[src/rtl/acc_cpu_gen2.sv]
// Accumulator CPU with a req/ack memory bus and NCH byte-wide I/O channels.
// Define ACC_CPU_GEN2_IRQ_EN to enable the ION/IOF interrupt mechanism.

module acc_cpu_gen2 #(
  parameter  int DATA_W = 16,
  parameter  int NCH    = 1,
  localparam int ADDR_W = DATA_W - 4,
  localparam int CH_W   = (NCH > 1) ? $clog2(NCH) : 1
) (
  input  logic              clkin,
  input  logic              rst,
  output logic              mem_req,
  output logic              mem_we,
  output logic [ADDR_W-1:0] mem_addr,
  output logic [DATA_W-1:0] mem_wdata,
  input  logic [DATA_W-1:0] mem_rdata,
  input  logic              mem_ack,
  input  logic [8*NCH-1:0]  in_data,
  input  logic [NCH-1:0]    in_valid,
  output logic [NCH-1:0]    in_ready,
  output logic [7:0]        out_data,
  output logic [NCH-1:0]    out_valid,
  input  logic [NCH-1:0]    out_ready,
  output logic              halted
);

  typedef enum logic [2:0] {FETCH, INDIR, EXEC_RD, EXEC_WR, EXECUTE, INTR, HALT} state_t;
  state_t state, state_nx;

  logic [ADDR_W-1:0] pc, ar;
  logic [DATA_W-1:0] ac, ir, dr;
  logic              e, run;

  logic              i_bit, xfer, irq, halt_now;
  logic [2:0]        op;
  logic [CH_W-1:0]   ch;
  logic [NCH-1:0]    ch_hot, in_pulse, out_pulse;
  logic              in_sel, out_sel, e_nx, skip;
  logic [7:0]        in_byte;
  logic [DATA_W-1:0] ac_nx, dr_inc;

  assign i_bit    = ir[DATA_W-1];
  assign op       = ir[DATA_W-2:DATA_W-4];
  assign ch       = (NCH > 1) ? ir[12+CH_W-1:12] : '0;
  assign dr_inc   = dr + 1'b1;
  assign xfer     = mem_req & mem_ack;
  assign halt_now = (op == 3'd7) && !i_bit && ir[0];
  assign halted   = (state == HALT);

`ifdef ACC_CPU_GEN2_IRQ_EN
  logic ien, ien_nx;
  assign irq    = ien && ((|in_valid) || (|out_ready));
  assign ien_nx = (op == 3'd7 && i_bit) ? ((ien | ir[7]) & ~ir[6]) : ien;
`else
  assign irq = 1'b0;
`endif

  // Direct memory-reference ops: STA/BSA only write, BUN needs no operand.
  function automatic state_t mref_state(input logic [2:0] o);
    case (o)
      3'd3, 3'd5: return EXEC_WR;
      3'd4:       return EXECUTE;
      default:    return EXEC_RD;
    endcase
  endfunction

  always_ff @(posedge clkin or posedge rst) begin
    if (rst) state <= FETCH;
    else     state <= state_nx;
  end

  always_comb begin
    state_nx = state;
    case (state)
      FETCH:
        if (xfer) begin
          if (mem_rdata[DATA_W-2:DATA_W-4] == 3'd7) state_nx = EXECUTE;
          else if (mem_rdata[DATA_W-1])              state_nx = INDIR;
          else state_nx = mref_state(mem_rdata[DATA_W-2:DATA_W-4]);
        end
      INDIR:   if (xfer) state_nx = mref_state(op);
      EXEC_RD: if (xfer) state_nx = EXECUTE;
      EXECUTE:
        if (halt_now)        state_nx = HALT;
        else if (op == 3'd6) state_nx = EXEC_WR;
        else                 state_nx = irq ? INTR : FETCH;
      EXEC_WR: if (xfer) state_nx = irq ? INTR : FETCH;
      INTR:    if (xfer) state_nx = FETCH;
      default: state_nx = HALT;
    endcase
  end

  // run stays low during reset so no request is presented until the first clock after it.
  always_comb begin
    mem_req   = run && (state == FETCH || state == INDIR || state == EXEC_RD ||
                        state == EXEC_WR || state == INTR);
    mem_we    = mem_req && (state == EXEC_WR || state == INTR);
    mem_addr  = ar;
    if (state == FETCH)     mem_addr = pc;
    else if (state == INTR) mem_addr = '0;
    mem_wdata = '0;
    if (state == INTR || (state == EXEC_WR && op == 3'd5)) mem_wdata = DATA_W'(pc);
    else if (state == EXEC_WR && op == 3'd3)               mem_wdata = ac;
    else if (state == EXEC_WR)                             mem_wdata = dr;
  end

  always_comb begin
    ch_hot  = '0;
    in_byte = '0;
    for (int c = 0; c < NCH; c++) begin
      ch_hot[c] = (ch == CH_W'(c));
      if (ch_hot[c]) in_byte = in_data[8*c +: 8];
    end
    in_sel  = |(in_valid & ch_hot);
    out_sel = |(out_ready & ch_hot);
  end

  // Register ops apply in bit order, so later ops and skip tests see earlier results.
  always_comb begin
    ac_nx     = ac;
    e_nx      = e;
    skip      = 1'b0;
    in_pulse  = '0;
    out_pulse = '0;
    case (op)
      3'd0: ac_nx = ac & dr;
      3'd1: {e_nx, ac_nx} = {1'b0, ac} + {1'b0, dr};
      3'd2: ac_nx = dr;
      3'd6: skip = (dr_inc == '0);
      3'd7:
        if (!i_bit) begin
          if (ir[11]) ac_nx = '0;
          if (ir[10]) e_nx = 1'b0;
          if (ir[9])  ac_nx = ~ac_nx;
          if (ir[8])  e_nx = ~e_nx;
          if (ir[7])  {ac_nx, e_nx} = {e_nx, ac_nx};
          if (ir[6])  {e_nx, ac_nx} = {ac_nx, e_nx};
          if (ir[5])  ac_nx = ac_nx + 1'b1;
          if ((ir[4] && !ac_nx[DATA_W-1]) || (ir[3] && ac_nx[DATA_W-1]) ||
              (ir[2] && ac_nx == '0) || (ir[1] && !e_nx))
            skip = 1'b1;
        end else begin
          if (ir[11] && in_sel) begin
            ac_nx[7:0] = in_byte;
            in_pulse   = ch_hot;
          end
          if (ir[10] && out_sel) out_pulse = ch_hot;
          if ((ir[9] && in_sel) || (ir[8] && out_sel)) skip = 1'b1;
        end
      default: ;
    endcase
  end

  always_ff @(posedge clkin or posedge rst) begin
    if (rst) begin
      pc        <= '0;
      ar        <= '0;
      ac        <= '0;
      ir        <= '0;
      dr        <= '0;
      e         <= 1'b0;
      run       <= 1'b0;
      in_ready  <= '0;
      out_valid <= '0;
      out_data  <= '0;
`ifdef ACC_CPU_GEN2_IRQ_EN
      ien       <= 1'b0;
`endif
    end else begin
      run       <= 1'b1;
      in_ready  <= '0;
      out_valid <= '0;
      case (state)
        FETCH:
          if (xfer) begin
            ir <= mem_rdata;
            ar <= mem_rdata[ADDR_W-1:0];
            pc <= pc + 1'b1;
          end
        INDIR:   if (xfer) ar <= mem_rdata[ADDR_W-1:0];
        EXEC_RD: if (xfer) dr <= mem_rdata;
        EXECUTE: begin
          ac        <= ac_nx;
          e         <= e_nx;
          in_ready  <= in_pulse;
          out_valid <= out_pulse;
          if (|out_pulse) out_data <= ac_nx[7:0];
          if (op == 3'd6) dr <= dr_inc;
          if (op == 3'd4) pc <= ar;
          else if (skip)  pc <= pc + 1'b1;
`ifdef ACC_CPU_GEN2_IRQ_EN
          ien <= ien_nx;
`endif
        end
        EXEC_WR: if (xfer && op == 3'd5) pc <= ar + 1'b1;
        INTR:
          if (xfer) begin
            pc  <= ADDR_W'(1);
`ifdef ACC_CPU_GEN2_IRQ_EN
            ien <= 1'b0;
`endif
          end
        default: ;
      endcase
    end
  end

endmodule
[config.mk]
export PLATFORM = sky130hd
export DESIGN_NAME = acc_cpu_gen2
export DESIGN_NICKNAME = d
export VERILOG_FILES = /design/src/rtl/acc_cpu_gen2.sv
export SDC_FILE = /design/constraint.sdc
export NUM_CORES = 1
export LEC_CHECK = 0
export ABC_AREA = 1
export ABC_CLOCK_PERIOD_IN_PS = 3800
export CAP_MARGIN = 40
export CORE_MARGIN = 10
export CORE_UTILIZATION = 30
export DETAILED_ROUTE_END_ITERATION = 16
export PLACE_DENSITY = 0.56
export SYNTH_ARGS = -nofsm -noshare
export SYNTH_HDL_FRONTEND = slang
export SYNTH_SLANG_ARGS = --single-unit
[constraint.sdc]
create_clock -name clkin -period 3.8 [get_ports clkin]
set_input_delay 0.76 -clock clkin [delete_from_list [all_inputs] [get_ports clkin]]
set_output_delay 0.76 -clock clkin [all_outputs]
set_load 0.02 [all_outputs]
==> results of run 1 <==
==> routing by layer <==
layer	track usage (%)	wire length [µm]	vias to the layer above
met5	0	0	-
met4	4.80	444	0
met3	2.71	1810	30
met2	26.8	12200	319
met1	23.8	12600	3784
li1	-	-	3966
==> synthesized netlist by cell type, drive strengths merged <==
| library cell | n | share of area (%) |
|---|---|---|
| nand2 | 313 | 16 |
| inv | 146 | 7.4 |
| o21ai | 116 | 7.8 |
| nand3 | 114 | 8.1 |
| dfrtp | 87 | 29 |
| nor2 | 82 | 4.4 |
| a21oi | 48 | 3.2 |
| o22ai | 39 | 3.3 |
| nor3 | 25 | 2.0 |
| ha | 21 | 3.5 |
| xor2 | 20 | 2.4 |
| buf | 19 | 1.7 |
| clkbuf | 19 | 0.96 |
| nand4 | 11 | 0.93 |
| mux2 | 9 | 1.4 |
| o211ai | 9 | 0.91 |
| o221ai | 9 | 1.1 |
| clkinv | 6 | 0.32 |
| a211oi | 5 | 0.51 |
| a32o | 5 | 0.68 |
| or2 | 5 | 0.42 |
| a221oi | 4 | 0.47 |
| o2111ai | 4 | 0.47 |
| nor4 | 3 | 0.25 |
| a21boi | 2 | 0.20 |
| nand3b | 2 | 0.20 |
| a2111oi | 1 | 0.12 |
| a22o | 1 | 0.12 |
| a22oi | 1 | 0.10 |
| a31oi | 1 | 0.084 |
| a32oi | 1 | 0.12 |
| a41oi | 1 | 0.12 |
| and2 | 1 | 0.084 |
| and3 | 1 | 0.084 |
| conb | 1 | 0.051 |
| fa | 1 | 0.27 |
| nor3b | 1 | 0.10 |
| o21bai | 1 | 0.10 |
| o22a | 1 | 0.12 |
| o311ai | 1 | 0.12 |
| o31ai | 1 | 0.10 |
| or4 | 1 | 0.10 |
==> logic make-up (layout without fill, tap and decap cells) <==
group / Yosys count / after routing / synth area share [%]
and+or+nand+nor: 559 / 559 / 32.9
AOI/OAI and AO/OA: 251 / 251 / 19.8
buffers and inverters: 190 / 264 / 10.4
DFF: 87 / 87 / 29.4
adders and majority gates: 22 / 22 / 3.81
xor gates and xnor gates: 20 / 20 / 2.36
muxes: 9 / 9 / 1.37
other: 1 / 1 / 0.0506
==> metrics by stage <==
stage | instance area [µm²] | hold WS [ns] | utilization [%]
after floorplan | 7410 | 0.442 | -
after global placement | 8520 | 0.458 | 35.0
after detailed placement | 8550 | 0.462 | 35.2
after CTS | 8890 | 0.477 | 36.5
after global routing | 8910 | 0.498 | 36.6
final | 8910 | 0.477 | 36.6
==> state kept, by name, indices dropped and copies added (netlist names) <==
name and cells:
e 1, state 3, in_ready 1, ir 16
ac 16, dr 16, ar 12, out_valid 1
out_data 8, pc 12, run 1
==> cell usage in the layout, fill, tap and decap left out, types with 2 or more instances in the layout <==
cell type | synthesis | routed
a211oi_1 | 5 | 5
a21oi_1 | 48 | 47
a221oi_1 | 4 | 4
a32o_1 | 5 | 5
buf_4 | 2 | 25
bufinv_16 | 0 | 3
clkbuf_1 | 19 | 2
clkbuf_16 | 0 | 9
clkdlybuf4s50_1 | 0 | 69
clkinv_1 | 5 | 5
clkinv_2 | 1 | 2
dfrtp_1 | 87 | 86
ha_1 | 21 | 21
inv_1 | 139 | 137
inv_2 | 7 | 7
mux2_2 | 9 | 9
nand2_1 | 300 | 300
nand2_2 | 13 | 12
nand3_1 | 108 | 108
nand3_2 | 6 | 5
nand3b_1 | 2 | 2
nand4_1 | 11 | 11
nor2_1 | 77 | 77
nor2_2 | 4 | 4
nor3_1 | 21 | 21
nor3_2 | 4 | 4
nor4_1 | 3 | 3
o2111ai_1 | 4 | 4
o211ai_1 | 9 | 9
o21ai_0 | 111 | 111
o21ai_1 | 5 | 5
o221ai_1 | 9 | 9
o22ai_1 | 39 | 39
or2_2 | 5 | 5
xor2_1 | 20 | 20
==> worst reg2reg max path, delay by kind of cell, from the launching register on <==
kind	cells	cell delay (ns)
flip-flops	1	0.39
adder cells (fa/ha/maj)	1	0.30
AND/OR/NAND/NOR	21	2.30
buffers and inverters	1	0.25
==> worst paths after layout <==
path                             start      endpoint  slack, ns  cells past startpoint
hold reg to reg            out_data[3]   out_data[3]       0.48                      2
max in group asynchronous          rst         ac[4]       2.21                      3
setup / recovery              state[0]  mem_wdata[8]       0.18                      9
min in group asynchronous          rst         ar[3]       0.85                      2
hold / removal             out_data[3]   out_data[3]       0.48                      2
setup reg to reg                 ir[7]         pc[9]       0.46                     23
==> final cells by class <==
type                       instances  share of cell area, %
multi-input combinational        862                   50.3
sequential                        87                   24.5
timing repair buffer              96                   10.4
inverter                         152                   6.46
tap                              324                   4.55
clock buffer                      11                   2.61
clock inverter                     5                   1.19
==> power groups by stage <==
stage	sequential, mW	combinational, mW	clock, mW
after floorplan	0.945	0.0229	0
after global placement	0.946	0.0763	0
after detailed placement	0.946	0.0761	0
after CTS	0.928	0.0765	1.05
after global routing	0.928	0.0823	1.09
final	0.928	0.0743	1.04
==> what timing repair did <==
item                                   in CTS  in global routing
setup endpoints to repair                   0                 13
gates resized for setup                     0                  7
endpoints found under the hold margin       0                  0
==> key figures, run 1 <==
Die
  • Io pins: 70
  • Total die area: between 30,000 and 40,000 µm²
  • Initial Util: between 30% and 40%
  • Row count: 57
  • Die height: 177 µm
  • Core ar.: roughly 24,000 µm²
  • Die Span X: roughly 180 µm

GRT
  • Antenna violations before repair: 0
  • Global-route wire length before repair: 42,800 µm
  • Largest net degree at the start of global routing: 47
  • Total Routing Usage GR: between 15 and 20%
  • Vias in the first global route: ~7,600
  • Total grt overflow: 0

Flow run
  • Max-cap violation count: 0

Worst setup path
  • Required @ worst endpoint: a little over 3 ns
  • Family with the most delay on the worst path: buffers and inverters
  • CP Class: reg2out
  • WP buf/inv: 5
  • Worst Path Arrival: between 2 and 3 ns
  • Max incr delay on CP: 0.67 ns
  • Most used cell, CP: inv_1
  • Worst-path fanout max: 10
  • Crit path cell chain: inv_1 -> nor3_2 -> inv_1 -> or2_2 -> inv_1 -> buf_4 -> o21ai_0 -> o22ai_1 -> clkdlybuf4s50_1
  • Critical path's slowest cell: clkdlybuf4s50_1
  • Nature of the critical path startpoint: register
  • CP Capture Type: output port

Yosys
  • Avg Cell Area, Syn: 6.51 µm²
  • Synth Cell Area: 7410 µm²
  • Post-synth net total: about 1,200
  • Ys Warns: 0
  • Register bit count reported by yosys: between 80 and 90
  • Seq/Total Area, Yosys: 29.4%
  • Cell variety after synth: 54
  • Post-Synthesis Cells: roughly 1,100

Final layout
  • # diodes: 0
  • Multi-input logic area: roughly 4500 µm²
  • Area grow syn2layout: 20.2%
  • Layout fillers: about 2,600
  • Layout cells sized above 1: under 10%
  • FF+latch area: about 2200 µm²
  • Non-filler cells, final: ~1,500
  • Nets: roughly 1,300

STA
  • Final setup fails: 0
  • Slew margin rel.: between 40 and 50%
  • Worst slew pin tran: between 0.7 and 0.8 ns
  • Fin crit share: 95.3%
  • TNS Setup: 0 ns
  • Final min period: roughly 3.6 ns
  • PnR worst setup slack: around 0.18 ns
  • Fmax: 0.276 GHz
  • Clock Skew: 0.0105 ns
  • Slew Viols, Final: 0
  • Setup repair after global routing missed its margin: no
  • Final count of hold timing violations: 0

Power and ir drop
  • Static Leak: approximately 4.2 nW
  • Total Power: ~2 mW
  • Sequential Power Share: 45.5%
  • Comb pwr share: approximately 3.6%
  • Cell Pwr Density: between 200 and 250 nW/µm²
  • Max VDD drop: approximately 0.00023 V
  • Clk pwr share: between 50% and 60%
  • Switching pwr: 438 µW
  • Switching portion of total power: about 21%
  • Internal power: 1.60 mW

Clock network
  • Clock-pin slew on the worst setup and hold paths: 0.07 ns
  • CTS tree: built
  • Worst skew pair latency: between 0.3 and 0.4 ns
  • Clock root cell: clkbuf_16
  • CTS buffer count: 9
  • Setup Buffers After CTS: 0
  • CTS Sinks: slightly below 90
  • Hold Buf Count CTS: 0
  • CTS H-tree depth: 3
  • CTS Buffer Depth: 2

Detailed routing
  • ANT nets after route: 0
  • DRT Pass-1 Iters: 5
  • Post-Route WL: between 20,000 and 30,000 µm
  • Detailed-route DRC error count: 0
  • Via-to-Cell Ratio: approximately 5.3
  • Vias post-DR: slightly above 8,000
  • Drt wl/cell: roughly 18 µm
  • Initial DRC count: 740

Placement
  • # port buffers: 69
  • Post-Place Setup Slack: between 0.2 and 0.3 ns
  • Dpl cells: between 1,500 and 2,000
  • Hpwl dp: between 20,000 and 25,000 µm
  • RePlAce Congestion: between 0.9 and 1

Min path
  • Worst Hold Class: reg2reg

Status
  • Outcome: complete, no violations
Power figures use the tool's default switching activity.
==> run 2: changes to the inputs <==
--- a/config.mk
+++ b/config.mk
@@ -6,7 +6,6 @@
 export NUM_CORES = 1
 export LEC_CHECK = 0
 export ABC_AREA = 1
-export ABC_CLOCK_PERIOD_IN_PS = 3800
 export CAP_MARGIN = 40
 export CORE_MARGIN = 10
 export CORE_UTILIZATION = 30
==> results of run 2 <==
No change in the layout: final DEF, timing and power equal those of run 1.
==> run 3: changes to the inputs <==
--- a/config.mk
+++ b/config.mk
@@ -10,6 +10,8 @@
 export CORE_MARGIN = 10
 export CORE_UTILIZATION = 30
 export DETAILED_ROUTE_END_ITERATION = 16
+export GPL_ROUTABILITY_DRIVEN = 0
+export GPL_TIMING_DRIVEN = 0
 export PLACE_DENSITY = 0.56
 export SYNTH_ARGS = -nofsm -noshare
 export SYNTH_HDL_FRONTEND = slang
==> constraint.sdc (replaced) <==
create_clock -name clkin -period 4.2 [get_ports clkin]
set_input_delay 0.84 -clock clkin [delete_from_list [all_inputs] [get_ports clkin]]
set_output_delay 0.84 -clock clkin [all_outputs]
set_load 0.02 [all_outputs]
==> run 3 against run 2 <==
Against the previous run:
- first-iteration DRC count shrank 0.41%
- final cell count grew 0.91%
- global-route usage grew 0.20 points
- sequential power shrank 9.6%
- via count grew 1.5%
- clock power shrank 11%
- core utilization shrank 0.067 points
- register-to-register slack gained 0.13 ns
- flip-flop and latch count is the same
- critical path depth is the same
==> key figures, run 3 (synthesis gave the netlist of run 1 again) <==
Status
  • Outcome: complete, no violations

Power and ir drop
  • Max VDD drop: 0.000193 V (-14%)
  • Total Power: 1.84 mW (-9.9%)
  • Cell Pwr Density: 207 nW/µm² (-9.8%)
  • Static Leak: 4.16 nW (-0.58%)

Worst setup path
  • Worst Path Arrival: 3.09 ns (+0.23 ns)
  • Crit path cell chain: inv_1 -> nor3_4 -> inv_1 -> or2_2 -> inv_1 -> clkbuf_2 -> o21ai_0 -> o22ai_1 -> clkdlybuf4s50_1
  • Required @ worst endpoint: 3.36 ns (+0.32 ns)
  • Worst-path fanout max: 10 (unchanged)
  • Worst R2R Start: ir[11]
  • Reg2Reg Depth: 27 (+17%)
  • Nature of the critical path startpoint: register
  • CP Class: reg2out
  • Family with the most delay on the worst path: buffers and inverters
  • Critical path's slowest cell: clkdlybuf4s50_1
  • WP buf/inv: 5 (unchanged)
  • CP Capture Type: output port
  • Reg2reg end: pc[0]
  • Max incr delay on CP: 0.69 ns (+0.02 ns)
  • Reg2Reg Setup Slack: 0.59 ns (+0.13 ns)
  • Most used cell, CP: inv_1

GRT
  • M3 GR Usage: 2.77% (+0.064 points)
  • Total Routing Usage GR: 17.3% (+0.20 points)
  • Vias in the first global route: 7,606 (-0.50%)
  • Met2 Use GR: 27.3% (+0.52 points)
  • Antenna violations before repair: 0 (unchanged)
  • Largest net degree at the start of global routing: 48 (+2.1%)
  • Met1 GRT Util: 24.1% (+0.31 points)
  • GRT busiest layer: met2
  • Total grt overflow: 0 (unchanged)
  • Global-route wire length before repair: 43,100 µm (+0.81%)

Clock network
  • CTS H-tree depth: 3 (unchanged)
  • Clock-pin slew on the worst setup and hold paths: 0.07 ns (about the same)
  • Hold Buf Count CTS: 0 (unchanged)
  • CTS Buffer Depth: 2 (unchanged)
  • Clock root cell: clkbuf_16
  • Worst skew pair latency: 0.36 ns (about the same)
  • CTS Sinks: 87 (unchanged)
  • CTS buffer count: 9 (unchanged)
  • CTS tree: built

STA
  • Clock Skew: 0.0106 ns (+0.0000994 ns)
  • Setup repair after global routing missed its margin: no
  • Worst slew pin tran: 0.834 ns (+0.0586 ns)
  • Final min period: 3.93 ns
  • Fin crit share: between 90% and 100%
  • Slew margin rel.: 44.0% (-4.2 points)
  • Fmax: roughly 0.25 GHz
  • TNS Setup: 0 ns (unchanged)
  • Final count of hold timing violations: 0 (unchanged)
  • Slew Viols, Final: 0 (unchanged)
  • Final setup fails: 0 (unchanged)

Flow run
  • Max-cap violation count: 0 (unchanged)

Min path
  • Hold Path Origin: pc[6]
  • WHS Path Cells: 2 (unchanged)
  • Hold endpoint: pc[6]
  • Worst Hold Class: reg2reg

Final layout
  • Nets: 1,273 (+1.1%)
  • # diodes: 0 (unchanged)
  • Area grow syn2layout: 19.9%
  • Non-filler cells, final: 1,551 (+0.91%)
  • Layout cells sized above 1: 6.85% (-0.99 points)
  • Most frequent cells in the layout: 300 x nand2_1, 138 x inv_1, 111 x o21ai_0
  • Multi-input logic area: 4470 µm² (-0.22%)
  • Largest regs: ac: 16 flops, dr: 16 flops, ir: 16 flops
  • Most common cell after layout, fill and taps aside: nand2_1
  • FF+latch area: 2180 µm² (about the same)
  • Layout fillers: 2,628 (+0.54%)

Detailed routing
  • DRT Pass-1 Iters: 5 (unchanged)
  • Drt wl/cell: 17.6 µm (about the same)
  • Via-to-Cell Ratio: 5.30 (+0.57%)
  • Initial DRC count: 737 (-0.41%)
  • Post-Route WL: 27,300 µm (+0.93%)
  • Detailed-route DRC error count: 0 (unchanged)
  • ANT nets after route: 0 (unchanged)
  • Vias post-DR: 8,219 (+1.5%)

Die
  • Initial Util: 30.5% (unchanged)
  • Row count: 57 (unchanged)
  • Total die area: 31,400 µm² (unchanged)
  • Io pins: 70 (unchanged)
  • Core ar.: 24,300 µm² (unchanged)
  • Die height: 177 µm (unchanged)
  • Die Span X: 177 µm (unchanged)

Placement
  • Hpwl dp: 21,900 µm (+2.0%)
  • # port buffers: 69 (unchanged)
  • Dpl cells: 1,534 (+0.85%)
run 3: stage by stage:
step,hold WS (ns),utilization (%),area [µm²],worst slack [ns]
floorplan,0.442,-,7410,1.11
global placement,0.457,35.0,8510,-0.614
detailed placement,0.458,35.1,8540,0.00337
CTS,0.475,36.6,8890,0.172
global route,0.498,36.6,8890,0.0280
finish,0.473,36.6,8890,0.271
run 3: worst max path at each step:
stage | start | to | cells after the start
floorplan | rst | ac[0] | 1
global placement | rst | out_data[6] | 2
detailed placement | state[0] | mem_wdata[6] | 9
CTS | state[1] | mem_wdata[6] | 9
global route | ir[12] | mem_wdata[8] | 6
finish | state[1] | mem_wdata[6] | 9
run 3: power breakdown:
group | leakage [nW] | internal (mW) | switching (mW)
Clock | 0.159 | 0.557 | 0.373
Sequential | 1.12 | 0.838 | 0.00112
Combinational | 2.87 | 0.0294 | 0.0392
Total | 4.16 | 1.43 | 0.413
run 3: layout make-up:
| class | instances | share of cell area [%] |
|---|---|---|
| clock inverters | 4 | 0.858 |
| well taps | 324 | 4.56 |
| flip-flops and latches | 87 | 24.5 |
| clock buffers | 12 | 2.88 |
| inverters | 152 | 6.46 |
| plain buffers | 38 | 2.22 |
| repair buffers | 72 | 8.22 |
| multi-input cells | 862 | 50.3 |
run 3: what timing repair did:
action | in CTS | in global routing
endpoints found under the setup margin | 11 | 4
buffers inserted | 1 | 0
pin swaps | 1 | 0
resized for setup | 1 | 2
run 3: worst register-to-register path, delay by kind of cell, from the launching register on:
family | cells | cell delay (ns)
flip-flops | 1 | 0.48
AND/OR/NAND/NOR | 21 | 2.11
buffers and inverters | 5 | 0.77
adder cells (fa/ha/maj) | 1 | 0.16
run 3: routing by layer:
metal	wire (µm)	vias to the layer above
li1	-	3999
met5	0	-
met2	12200	292
met4	408	0
met1	12900	3895
met3	1700	33
